--- src/rtl/i2s_dac_tx.sv ---
// i2s_dac_tx: serialises a 16-bit mono sample as I2S left/right frames for the codec DAC
module i2s_dac_tx #(
  parameter int DW      = 16,
  parameter int CLK_DIV = 16
) (
  input  logic          Clk,
  input  logic          Reset,
  input  logic          Enable,
  input  logic [DW-1:0] music_data,
  output logic          data_over,
  output logic          AUD_BCLK,
  output logic          AUD_DACLRCK,
  output logic          AUD_DACDAT
);
  localparam int FW = 2 * DW;
  localparam int CW = $clog2(CLK_DIV);
  localparam int SW = $clog2(FW);
  typedef enum logic {IDLE, RUN} state_t;
  state_t          state, state_nxt;
  logic [CW-1:0]   div_cnt;
  logic [SW-1:0]   slot, slot_n;
  logic [FW-1:0]   sh, tx;
  logic            prev_lsb, div_wrap, fall, fs;
  always_comb begin
    state_nxt = Enable ? RUN : IDLE;
    div_wrap  = div_cnt == CW'(CLK_DIV - 1);
    fall      = div_wrap && AUD_BCLK;
    slot_n    = slot + 1'b1;
    fs        = Enable && (state == IDLE || (fall && slot == SW'(FW - 1)));
    // one-slot I2S delay: previous LSB leads, right channel drops its LSB into the next frame
    tx        = {prev_lsb, music_data, music_data[DW-1:1]};
  end
  always_ff @(posedge Clk)
    state <= Reset ? IDLE : state_nxt;
  always_ff @(posedge Clk) begin
    if (Reset || !Enable) begin
      div_cnt     <= '0;
      slot        <= '0;
      sh          <= '0;
      prev_lsb    <= 1'b0;
      data_over   <= 1'b0;
      AUD_BCLK    <= 1'b0;
      AUD_DACLRCK <= 1'b0;
      AUD_DACDAT  <= 1'b0;
    end else if (fs) begin
      div_cnt     <= '0;
      slot        <= '0;
      sh          <= tx;
      prev_lsb    <= music_data[0];
      data_over   <= 1'b1;
      AUD_BCLK    <= 1'b0;
      AUD_DACLRCK <= 1'b0;
      AUD_DACDAT  <= tx[FW-1];
    end else begin
      data_over <= 1'b0;
      div_cnt   <= div_wrap ? '0 : div_cnt + 1'b1;
      if (div_wrap)
        AUD_BCLK <= ~AUD_BCLK;
      if (fall) begin
        slot        <= slot_n;
        sh          <= sh << 1;
        AUD_DACDAT  <= sh[FW-2];
        AUD_DACLRCK <= slot_n >= SW'(DW);
      end
    end
  end
endmodule

--- config.mk ---
export PLATFORM = sky130hd
export DESIGN_NAME = i2s_dac_tx
export DESIGN_NICKNAME = d
export VERILOG_FILES = /design/src/rtl/i2s_dac_tx.sv
export SDC_FILE = /design/constraint.sdc
export NUM_CORES = 1
export LEC_CHECK = 0
export ABC_CLOCK_PERIOD_IN_PS = 2900
export BUFFER_PORTS_ARGS = -buffer_cell sky130_fd_sc_hd__buf_4
export CAP_MARGIN = 25
export CORE_MARGIN = 5
export CORE_UTILIZATION = 50
export CTS_CLUSTER_DIAMETER = 150
export DETAILED_ROUTE_END_ITERATION = 10
export PLACE_DENSITY = 0.74
export REMOVE_ABC_BUFFERS = 1
export SYNTH_ARGS = -nofsm -noshare
export SYNTH_HDL_FRONTEND = slang
export SYNTH_SLANG_ARGS = --single-unit
--- constraint.sdc ---
create_clock -name Clk -period 2.9 [get_ports Clk]
set_input_delay 0.58 -clock Clk [delete_from_list [all_inputs] [get_ports Clk]]
set_output_delay 0.58 -clock Clk [all_outputs]
set_load 0.01 [all_outputs]
==> results.sh <==
export IMPL_cp_slowest_stage_delay_ns=0.52
export IMPL_final_setup_tns_ns=0
export IMPL_ys_top_cells_by_area="dfxtp_1, o221a_2, a221oi_2"
export IMPL_r2r_start="slot[0]$_SDFFE_PP0P_"
export IMPL_chipWidth_um=75.86
export IMPL_reg2reg_slack_ns=0.79
export IMPL_first_iter_violations=84
export IMPL_grt_pass1_vias=1544
export IMPL_drive_gt1_share_pct=34.43
export IMPL_p_leak_nw=1.042
export IMPL_synth_warnings=0
export IMPL_fin_total_pwr_mw=1.316
export IMPL_cp_start_kind="register"
export IMPL_synth_edf_count=0
export IMPL_cts_root_buf="clkbuf_8"
export IMPL_syn_to_final_growth_pct=11.83
export IMPL_worst_skew_pair_late_latency_ns=0.30
export IMPL_crit_arrival_ns=2.30
export IMPL_pin_count=23
export IMPL_grt_usage_pct=16.86
export IMPL_synth_area_leader_cell="dfxtp_1"
export IMPL_powerDensity_nw_per_um2=542.6
export IMPL_postCtsSetupBuffers=0
export IMPL_cts_buffers=5
export IMPL_syn_inst=197
export IMPL_cp_startpoint="slot[0]$_SDFFE_PP0P_"
export IMPL_cts_tree="done"
export IMPL_slew_violations=0
export IMPL_antenna_found_initial=0
export IMPL_synth_async_reset_ratio_pct=0
export IMPL_hpwl_um=2918
export IMPL_postSynthAreaPerCell_um2=11.01
export IMPL_reg2reg_depth=6
export IMPL_ys_ff_latch=45
export IMPL_nFillCells=386
export IMPL_r2r_end="sh[16]$_SDFFE_PP0P_"
export IMPL_synth_distinct_cells=32
export IMPL_clk_pin_slew_ns=0.08
export IMPL_ir_drop_uv=277.8
export IMPL_num_vias=1599
export IMPL_io_buffers=22
export IMPL_core_area_um2=4294
export IMPL_rows=24
export IMPL_wl_per_cell_um=16.69
export IMPL_crit_slowest_cell="a21o_1"
export IMPL_first_pass_iters=4
export IMPL_path_class="reg2reg"
export IMPL_synth_ff_type="dfxtp_1"
export IMPL_dieArea_um2=5754
export IMPL_path_depth=6
export IMPL_finalHoldViolCount=0
export IMPL_ctsHoldBuffers=0
export IMPL_seq_area_frac_synth_pct=41.55
export IMPL_htree_levels=2
export IMPL_vias_per_cell=6.057
export IMPL_crit_buf_inv=0
export IMPL_fmax_mhz=474.1
export IMPL_drv_cap=0
export IMPL_grt_max_degree=31
export IMPL_clkSinkCount=45
export IMPL_crit_path_end_kind="register"
export IMPL_ant_nets=0
export IMPL_crit_family="compound AO/OA/AOI/OAI gates"
export IMPL_grt_pass1_wl_um=7479
export IMPL_finalNonFillerCells=264
export IMPL_crit_end="sh[16]$_SDFFE_PP0P_"
export IMPL_gp_congestion=0.7355
export IMPL_cp_max_fo=30
export IMPL_cts_resized=0
export IMPL_synth_most_common_cell="dfxtp_1"
export IMPL_wirelength_um=4406
export IMPL_fin_crit_ns=2.109
export IMPL_die_h_um=75.86
export IMPL_fin_crit_sh_pct=72.73
export IMPL_post_route_drc_count=0
export IMPL_dp_cells=256
export IMPL_fin_skew_ns=0.008845
export IMPL_clockBufferDepth=2
export IMPL_mappedNetlistArea_um2=2168
export IMPL_hold_path_class="reg2reg"
export IMPL_worstMarginPinSlew_ns=0.9261
export IMPL_diodes=0
export IMPL_setup_violations_final=0
export IMPL_yosys_area_top_type_share_pct=41.55
export IMPL_crit_top_cell="ha_1"
export IMPL_netlist_top_cells_count="dfxtp_1, o221a_2, inv_1"
export IMPL_worst_ep_required_time_ns=3.09
export IMPL_rsz0062_at_grt="no"
export IMPL_nNetsFinal=233
export IMPL_initial_core_util_pct=50.50
export IMPL_cp_cell_sequence="ha_1 > and3_1 > ha_1 > nand2b_1 > a21o_1 > o221a_2"
export IMPL_outcome="completed"
export IMPL_max_slew_margin_pct=38.26
export IMPL_overflow=0
-- power by group --
group	switching, mW	internal, mW	total [mW]
sequential	0.0139	0.639	0.652
combinational	0.0522	0.0541	0.106
clock	0.215	0.342	0.557
total	0.281	1.03	1.32
-- cells in the final DEF, fill, tap and decap left out, types with 6 or more instances in the layout --
master     n
nor2_1     7
a221oi_2  14
buf_4     27
and4b_1   15
nand2_1    6
o221a_2   21
inv_1     20
o221a_1    9
a21oi_1    6
dfxtp_1   45
-- kinds of logic (layout without fill, tap and decap cells) --
logic type / after synthesis / in the layout / share of synthesized area [%]
muxes: 2 / 2 / 0.9233
buffers and inverters: 40 / 55 / 10.16
adders and majority gates: 3 / 3 / 1.731
xor gates and xnor gates: 4 / 4 / 1.616
and+or+nand+nor: 43 / 43 / 13.96
AOI/OAI and AO/OA: 60 / 60 / 30.06
DFF: 45 / 45 / 41.55
-- cell type report --
type                       count  area [µm²]  area share [%]
clock buffer                   5       68.82           2.838
multi-input combinational    112        1047           43.19
sequential                    45       900.9           37.15
clock inverter                 3       65.06           2.683
timing repair buffer          27       202.7           8.359
inverter                      20       75.07           3.096
tap                           52       65.06           2.683
-- how the worst min path moves through the flow --
stage	startpoint	endpoint	slack [ns]	cells after the start
2_1_floorplan	div_cnt[0]$_SDFF_PP0_	div_cnt[0]$_SDFF_PP0_	0.42	1
3_3_place_gp	div_cnt[0]$_SDFF_PP0_	div_cnt[0]$_SDFF_PP0_	0.43	1
3_5_place_dp	div_cnt[0]$_SDFF_PP0_	div_cnt[0]$_SDFF_PP0_	0.45	1
4_1_cts	div_cnt[0]$_SDFF_PP0_	div_cnt[0]$_SDFF_PP0_	0.46	1
5_1_grt	div_cnt[0]$_SDFF_PP0_	div_cnt[0]$_SDFF_PP0_	0.51	1
6_report	div_cnt[0]$_SDFF_PP0_	div_cnt[0]$_SDFF_PP0_	0.46	1
-- stage by stage --
stage	utilization (%)	area (µm²)	setup WS [ns]	hold WS [ns]
floorplan	-	2023	0.8658	0.4176
global placement	53.35	2291	0.8449	0.4326
detailed placement	53.35	2291	0.7895	0.4479
CTS	56.47	2425	0.7797	0.4625
global route	56.47	2425	0.6672	0.5056
finish	56.47	2425	0.7909	0.4561
-- sequential cells by signal, indices dropped and copies added (netlist names) --
signal	cells
sh	31
div_cnt	4
slot	4
AUD_BCLK	1
AUD_DACDAT	1
AUD_DACLRCK	1
data_over	1
prev_lsb	1
state	1
-- per-layer routing --
| layer | vias to the layer above | GRT usage, % | wire, µm |
|---|---|---|---|
| li1 | 796 | - | - |
| met1 | 773 | 22.94 | 2101 |
| met2 | 26 | 26.24 | 2071 |
| met3 | 4 | 4.354 | 187 |
| met4 | 0 | 5.049 | 45 |
| met5 | - | 0 | 0 |
No activity file was read; power rests on OpenSTA's default activity.
